--- config.mk ---
export PLATFORM = sky130hd
export DESIGN_NAME = memram_arbiter_flat
export DESIGN_NICKNAME = d
export VERILOG_FILES = /design/src/rtl/memram_arbiter_if.sv /design/src/rtl/memram_arbiter.sv /design/src/flat_wrapper.sv
export SDC_FILE = /design/constraint.sdc
export NUM_CORES = 1
export LEC_CHECK = 0
export BUFFER_PORTS_ARGS = -buffer_cell sky130_fd_sc_hd__clkbuf_2
export CORE_ASPECT_RATIO = 1.5
export CORE_MARGIN = 3
export CORE_UTILIZATION = 47
export CTS_BUF_LIST = sky130_fd_sc_hd__clkbuf_8
export CTS_CLUSTER_DIAMETER = 150
export DETAILED_ROUTE_END_ITERATION = 6
export PLACE_DENSITY = 0.9
export SLEW_MARGIN = 20
export SYNTH_ARGS = -nofsm -noshare
export SYNTH_HDL_FRONTEND = slang
export SYNTH_SLANG_ARGS = --single-unit
--- constraint.sdc ---
create_clock -name clk -period 1.5 [get_ports clk]
set_clock_uncertainty 0.1 [all_clocks]
set_input_delay 0.225 -clock clk [delete_from_list [all_inputs] [get_ports clk]]
set_output_delay 0.225 -clock clk [all_outputs]
set_load 0.02 [all_outputs]
--- src/rtl/memram_arbiter_if.sv ---
// Signal bundle between memram_arbiter, its two requesters and the memram port.
// Handshake: reqN is held high with stable weN/addrN/wdataN until ackN; ackN is a one-cycle completion pulse.
interface memram_arbiter_if #(
    parameter int AW = 4,
    parameter int DW = 8
);
    logic          req0;
    logic          req1;
    logic          we0;
    logic          we1;
    logic [AW-1:0] addr0;
    logic [AW-1:0] addr1;
    logic [DW-1:0] wdata0;
    logic [DW-1:0] wdata1;
    logic          ack0;
    logic          ack1;
    logic [DW-1:0] rdata0;
    logic [DW-1:0] rdata1;
    logic          mem_wren;
    logic [AW-1:0] mem_address;
    logic [DW-1:0] mem_write_data;
    logic [DW-1:0] mem_read_data;
    logic          busy;
    logic          owner;

    modport slave (
        input  req0, req1, we0, we1, addr0, addr1, wdata0, wdata1, mem_read_data,
        output ack0, ack1, rdata0, rdata1, mem_wren, mem_address, mem_write_data, busy, owner
    );

    modport master (
        output req0, req1, we0, we1, addr0, addr1, wdata0, wdata1, mem_read_data,
        input  ack0, ack1, rdata0, rdata1, mem_wren, mem_address, mem_write_data, busy, owner
    );
endinterface

--- src/rtl/memram_arbiter.sv ---
// Round-robin two-port arbiter sequencing single-word accesses onto the memram port.
// One transaction in flight: IDLE -> ISSUE -> DONE, ack pulses in the cycle after DONE.
module memram_arbiter #(
    parameter int AW = 4,
    parameter int DW = 8
) (
    input  logic             clk,
    input  logic             rst_n,
    memram_arbiter_if.slave  bus,
    output logic [1:0]       state_o
);
    typedef enum logic [1:0] {
        S_IDLE  = 2'd0,
        S_ISSUE = 2'd1,
        S_DONE  = 2'd2
    } state_t;

    state_t        state_q, state_d;
    logic          prio_q, prio_d;
    logic          owner_q, owner_d;
    logic          we_q, we_d;
    logic          wren_q, wren_d;
    logic [AW-1:0] addr_q, addr_d;
    logic [DW-1:0] wdata_q, wdata_d;
    logic          ack0_q, ack0_d;
    logic          ack1_q, ack1_d;
    logic [DW-1:0] rdata0_q, rdata0_d;
    logic [DW-1:0] rdata1_q, rdata1_d;

    logic elig0, elig1, grant;

    // A requester still holds req during its own ack cycle; masking keeps it from being re-granted.
    assign elig0 = bus.req0 & ~ack0_q;
    assign elig1 = bus.req1 & ~ack1_q;
    assign grant = (elig0 & elig1) ? prio_q : elig1;

    always_ff @(posedge clk) begin
        if (!rst_n) begin
            state_q  <= S_IDLE;
            prio_q   <= 1'b0;
            owner_q  <= 1'b0;
            we_q     <= 1'b0;
            wren_q   <= 1'b0;
            addr_q   <= '0;
            wdata_q  <= '0;
            ack0_q   <= 1'b0;
            ack1_q   <= 1'b0;
            rdata0_q <= '0;
            rdata1_q <= '0;
        end else begin
            state_q  <= state_d;
            prio_q   <= prio_d;
            owner_q  <= owner_d;
            we_q     <= we_d;
            wren_q   <= wren_d;
            addr_q   <= addr_d;
            wdata_q  <= wdata_d;
            ack0_q   <= ack0_d;
            ack1_q   <= ack1_d;
            rdata0_q <= rdata0_d;
            rdata1_q <= rdata1_d;
        end
    end

    always_comb begin
        state_d  = state_q;
        prio_d   = prio_q;
        owner_d  = owner_q;
        we_d     = we_q;
        wren_d   = 1'b0;
        addr_d   = addr_q;
        wdata_d  = wdata_q;
        ack0_d   = 1'b0;
        ack1_d   = 1'b0;
        rdata0_d = rdata0_q;
        rdata1_d = rdata1_q;
        case (state_q)
            S_IDLE: begin
                if (elig0 | elig1) begin
                    state_d = S_ISSUE;
                    owner_d = grant;
                    prio_d  = ~grant;
                    we_d    = grant ? bus.we1    : bus.we0;
                    addr_d  = grant ? bus.addr1  : bus.addr0;
                    wdata_d = grant ? bus.wdata1 : bus.wdata0;
                    wren_d  = we_d;
                end
            end
            S_ISSUE: begin
                state_d = S_DONE;
            end
            S_DONE: begin
                // Read data is valid by the edge ending DONE for both combinational and registered memram reads.
                state_d = S_IDLE;
                if (!we_q) begin
                    if (owner_q) rdata1_d = bus.mem_read_data;
                    else         rdata0_d = bus.mem_read_data;
                end
                if (owner_q) ack1_d = 1'b1;
                else         ack0_d = 1'b1;
            end
            default: begin
                state_d = S_IDLE;
            end
        endcase
    end

    assign bus.ack0           = ack0_q;
    assign bus.ack1           = ack1_q;
    assign bus.rdata0         = rdata0_q;
    assign bus.rdata1         = rdata1_q;
    assign bus.mem_wren       = wren_q;
    assign bus.mem_address    = addr_q;
    assign bus.mem_write_data = wdata_q;
    assign bus.busy           = (state_q != S_IDLE);
    assign bus.owner          = owner_q;
    assign state_o            = state_q;
endmodule

--- src/flat_wrapper.sv ---
// flat-port wrapper written by rule: the top's interface ports become plain ports
module memram_arbiter_flat 
#(
    parameter int AW = 4,
    parameter int DW = 8
)
  (clk, rst_n, state_o, bus_req0, bus_req1, bus_we0, bus_we1, bus_addr0, bus_addr1, bus_wdata0, bus_wdata1, bus_mem_read_data, bus_ack0, bus_ack1, bus_rdata0, bus_rdata1, bus_mem_wren, bus_mem_address, bus_mem_write_data, bus_busy, bus_owner);
  memram_arbiter_if #(.AW(AW), .DW(DW)) bus_i ();
  input  logic clk;
  input  logic rst_n;
  output logic [1:0] state_o;
  input wire logic [$bits(bus_i.req0)-1:0] bus_req0;
  input wire logic [$bits(bus_i.req1)-1:0] bus_req1;
  input wire logic [$bits(bus_i.we0)-1:0] bus_we0;
  input wire logic [$bits(bus_i.we1)-1:0] bus_we1;
  input wire logic [$bits(bus_i.addr0)-1:0] bus_addr0;
  input wire logic [$bits(bus_i.addr1)-1:0] bus_addr1;
  input wire logic [$bits(bus_i.wdata0)-1:0] bus_wdata0;
  input wire logic [$bits(bus_i.wdata1)-1:0] bus_wdata1;
  input wire logic [$bits(bus_i.mem_read_data)-1:0] bus_mem_read_data;
  output wire logic [$bits(bus_i.ack0)-1:0] bus_ack0;
  output wire logic [$bits(bus_i.ack1)-1:0] bus_ack1;
  output wire logic [$bits(bus_i.rdata0)-1:0] bus_rdata0;
  output wire logic [$bits(bus_i.rdata1)-1:0] bus_rdata1;
  output wire logic [$bits(bus_i.mem_wren)-1:0] bus_mem_wren;
  output wire logic [$bits(bus_i.mem_address)-1:0] bus_mem_address;
  output wire logic [$bits(bus_i.mem_write_data)-1:0] bus_mem_write_data;
  output wire logic [$bits(bus_i.busy)-1:0] bus_busy;
  output wire logic [$bits(bus_i.owner)-1:0] bus_owner;
  assign bus_i.req0 = bus_req0;
  assign bus_i.req1 = bus_req1;
  assign bus_i.we0 = bus_we0;
  assign bus_i.we1 = bus_we1;
  assign bus_i.addr0 = bus_addr0;
  assign bus_i.addr1 = bus_addr1;
  assign bus_i.wdata0 = bus_wdata0;
  assign bus_i.wdata1 = bus_wdata1;
  assign bus_i.mem_read_data = bus_mem_read_data;
  assign bus_ack0 = bus_i.ack0;
  assign bus_ack1 = bus_i.ack1;
  assign bus_rdata0 = bus_i.rdata0;
  assign bus_rdata1 = bus_i.rdata1;
  assign bus_mem_wren = bus_i.mem_wren;
  assign bus_mem_address = bus_i.mem_address;
  assign bus_mem_write_data = bus_i.mem_write_data;
  assign bus_busy = bus_i.busy;
  assign bus_owner = bus_i.owner;
  memram_arbiter #(.AW(AW), .DW(DW)) u_core (.clk(clk), .rst_n(rst_n), .bus(bus_i), .state_o(state_o));
endmodule
---- Word-level counts from Yosys, hierarchy flattened ----
Cells that the tools add are included.
cells by class
  multiplexer cells ....................... 8
  $add $sub $neg .......................... 0
  divide/modulo/power cells ............... 0
  magnitude comparators ................... 0
  eq/ne operators ......................... 3
  multipliers ............................. 0
  reduce and logical (&&, ||, !) cells .... 7
  shift-type cells ........................ 0
  bitwise operators ....................... 9
operators with widths
  kind                                                                     count
  3-bit AND reduction                                                      3
  8-bit two-way mux                                                        1
  1-bit inverter                                                           5
  1-bit two-way mux                                                        4
  4-bit two-way mux                                                        1
  2-bit case mux with 2 select lines                                       1
  2-bit AND reduction                                                      2
  1-bit bitwise AND                                                        3
  2-bit by 1-bit == test with 1-bit output, second input constant          1
  2-bit == test, second input constant                                     1
  2-bit zero test                                                          1
  2-bit two-way mux                                                        1
  2-bit by 1-bit inequality test with 1-bit output, second input constant  1
  2-bit nonzero test                                                       1
  1-bit OR                                                                 1
word-level totals
  register bits after elaboration ......... 36
  latch bits .............................. 0
  memories kept ........................... 0
  bits in writable memories ............... 0
  output and inout port bits .............. 35
  memory bits (read-only) ................. 0

---- Logic depth before layout (Yosys ltp) ----
  word-level depth ........................ 5
  gate-level depth with buffers ........... 5
  depth with buffers taken out ............ 4

---- Least setup slack after synthesis ----
No wires, ideal clock.
  path type ............................... reg-to-reg
  start point ............................. reg u_core.state_q[0], in the netlist u_core.state_o[0]
  end point ............................... reg u_core.owner_q, in the netlist u_core.bus.owner
  slack ................................... 0.042 ns
  data required time ...................... 1.284 ns
  period minus slack after synthesis ...... 1.458 ns
  stages on the path, launching flop included .. 6
  buffers on the path ..................... 1
  arrival ................................. 1.242 ns
  setup time .............................. 0.116 ns
  cells stage by stage .................... dfxtp_1 or2_4 a21oi_4 buf_6 mux2i_1 nor2b_1
on the way
  longest elaborated chain between the ends .. 2
ends and longest elaborated chain
  item                                  RTL line              source
  start, declared                       memram_arbiter.sv:18  state_t state_q, state_d;
  start signal, assigned                memram_arbiter.sv:51  state_q <= state_d;
  2-bit zero test                       memram_arbiter.sv:77  case (state_q)
  2-bit AND reduction (no source line)  --
  end signal, assigned                  memram_arbiter.sv:53  owner_q <= owner_d;
  end, declared                         memram_arbiter.sv:20  logic owner_q, owner_d;
Every way passes these cells.
A chain may end at the register's enable or synchronous reset.

---- Worst setup path in the final report ----
  start point ............................. reg u_core.state_q[0], in the netlist u_core.state_o[0]
  end point ............................... reg u_core.wdata_q[5], in the netlist u_core.bus.mem_write_data[5]
on the way
  longest elaborated chain between the ends .. 2
ends and longest elaborated chain
  item                                  RTL line              source
  2-bit zero test                       memram_arbiter.sv:77
  2-bit AND reduction (no source line)  --
  end signal, assigned                  memram_arbiter.sv:57  wdata_q <= wdata_d;
  end, declared                         memram_arbiter.sv:24  logic [DW-1:0] wdata_q, wdata_d;
Every way passes these cells.

==> reports/results.ini <==
[cells_and_area]
fin_cells=275
design_area_sq_um=2038
multi_input_area_sq_um=689.4
drive_gt1_frac=0.4195
syn2layout_area_growth_pct=38.87
fin_nets=273
fillers=251
diodes=0
final_core_util=0.6926
seq_area_sq_um=723.2

[placement]
portBuffers=72
dp_slack_ns=0.001758
gp_congestion=0.6899
dp_cells=264
place_area_sq_um=1881
post-dp-hpwl_um=2588

[worst_setup_path]
critPathBufInv=1
worst-endpoint-required_ns=1.61
cp_max_fo=11
cpLargestDelayFamily=compound AO/OA/AOI/OAI gates
critPathCapture=u_core.bus.mem_write_data[5]
r2r.worst_path.cells=5
slowest_stage=dfxtp_2
r2r_start=u_core.state_o[0]
path_depth=5
critPathArrivalTime_ns=1.54
crit_path_end_kind=register
critPathKind=reg2reg
worstPathCellList=or2_4, a21oi_4, buf_12, o21ai_0, a31oi_1
critPathLaunchType=register
critPathMaxStageDelay_ns=0.35
rrSetupSlack_ns=0.07
cp-startpoint=u_core.state_o[0]
worstReg2RegEnd=u_core.bus.mem_write_data[5]

[sta]
min_period_over_period=0.9538
max-slew-margin-rel=0.8012
setup_viol=0
setup_ws_ns=0.06925
fmax_ghz=0.6989
min_period_ns=1.431
slew_viol_final=0
rsz0062_at_grt=yes
tightest_slew_ns=0.2975
hold_violations=0

[synthesis]
async_flop_share=0
yosysTopAreaCell=dfxtp_1
yosys.area.top_type_share=0.4910
netlist_area_sq_um=1468
synth_edf_count=0
avgSynthCellArea_sq_um=9.348
synth_area_leaders=dfxtp_1, nand2_1, mux2i_1
ys_types=26
synth_seq_area_share=0.4910
synth_warnings=0
synth-seq-cells=36
synth_most_common_cell=nand2_1
synth_common_cells=nand2_1, dfxtp_1, a31oi_1, o21ai_0
syn_nets=195
synth_cells=157
synth_ff_type=dfxtp_1

[drt]
routed_wire_length_per_instance_um=12.54
routed_wl_um=3448
drc=0
vias=1365
dr.pass1.iters=4
avgViaCountPerCell=4.964
drt-initial-drc-count=11
drtAntennaViolNets=0

[die]
placementRows=24
die_h_um=74.44
core_area_sq_um=2943
ioPinCount=73
die_w_um=51.63
start_util=0.4987
dieArea_sq_um=3843

[pwr]
ir_worst_vdd_mv=0.7457
p_int_mw=1.595
clkPwrFrac=0.308
p_per_area_nw_per_um2=1077
p_leak_nw=0.9347
switchingPower_mw=0.5997
combPwrFrac=0.207
power_mw=2.194
swShare=0.2733
p_seq_frac=0.485

[cts]
cts-hold-fix-buffers=0
clk_pin_slew_ns=0.07
clock_tree.buffer_depth=2
cts_made_buffers=5
htree_levels=2
ctsRootBufferMaster=clkbuf_8
clk_latency_ns=0.28
cts.sinks=36
cts_tree=done

[worst_hold_path]
min_path_type=in2reg

[global_route]
grt_pass1_wl_um=5658
grt_pass1_vias=1289
grt_max_degree=25
antenna_found_initial=0
gr-total-overflow=0
grt_usage=0.1972

[run_status]
status=completed

[run]
maxCapViolCount=0

power groups by stage:
stage	clock (mW)	combinational (mW)	sequential, mW
3_3_place_gp	0	0.410	1.08
4_1_cts	0.699	0.420	1.06
5_1_grt	0.735	0.499	1.07
2_1_floorplan	0	0.190	1.15
3_5_place_dp	0	0.419	1.08
6_report	0.676	0.454	1.06
area by class of cell:
type | instances | area share
Multi-Input combinational cell | 111 | 0.3382
Sequential cell | 36 | 0.3548
Clock buffer | 6 | 0.04052
Tap cell | 39 | 0.02394
Timing Repair Buffer | 81 | 0.2388
Clock inverter | 2 | 0.003683
tightest hold or removal path, stage by stage:
cell,delay [ns]
clkbuf_2,0.08
nand2_1,0.04
a31oi_1,0.06
layout by cell type (no fill, tap or decap), drive strengths merged, types with 2 or more instances in the layout:
cell type / count
clkbuf: 79
a21boi: 9
o21ai: 14
dfxtp: 36
buf: 8
mux2i: 9
nand2b: 3
inv: 2
a31oi: 13
nor2b: 10
nand2: 42
and4bb: 2
a21oi: 2
sequential cells by signal (all words and copies together) (netlist names):
register / flops
u_core.prio_q: 1
u_core.state_o: 2
u_core.bus.rdata1: 8
u_core.bus.ack1: 1
u_core.bus.owner: 1
u_core.we_q: 1
u_core.bus.mem_address: 4
u_core.bus.mem_wren: 1
u_core.bus.rdata0: 8
u_core.bus.ack0: 1
u_core.bus.mem_write_data: 8
repair_timing:
item	CTS	global route
cloned	0	1
gates resized for setup	1	5
pin swaps	0	1
setup buffers	0	2
endpoints found under the setup margin	2	12
endpoints found under the hold margin	0	0
worst min path at each step:
stage                          from                            to  cells after the start
4_1_cts               bus_wdata0[7]  u_core.bus.mem_write_data[7]                      3
3_3_place_gp   u_core.bus.rdata0[6]          u_core.bus.rdata0[6]                      2
5_1_grt               bus_wdata0[7]  u_core.bus.mem_write_data[7]                      3
2_1_floorplan  bus_mem_read_data[2]          u_core.bus.rdata0[2]                      2
6_report              bus_wdata0[7]  u_core.bus.mem_write_data[7]                      3
3_5_place_dp   u_core.bus.rdata0[2]          u_core.bus.rdata0[2]                      2
per-stage QoR:
stage	hold slack, ns	setup TNS, ns
floorplan	0.2599	0
global placement	0.3449	0
detailed placement	0.3606	0
CTS	0.05585	0
global route	0.07327	-0.03318
finish	0.05982	0
cells by family after synthesis:
kind of cell	Yosys count	share of synthesized area
and+or+nand+nor	64	0.2387
AOI/OAI and AO/OA	38	0.1637
DFF	36	0.4910
buffers and inverters	10	0.04518
muxes	9	0.06138
routing by layer:
| metal | track usage | up-vias | wire, um |
|---|---|---|---|
| met4 | 0.1050 | 0 | 61 |
| met2 | 0.3555 | 45 | 1894 |
| met1 | 0.2115 | 621 | 1288 |
| li1 | - | 691 | - |
| met3 | 0.04208 | 8 | 203 |
| met5 | 0 | - | 0 |
Power figures use the tool's default switching activity.
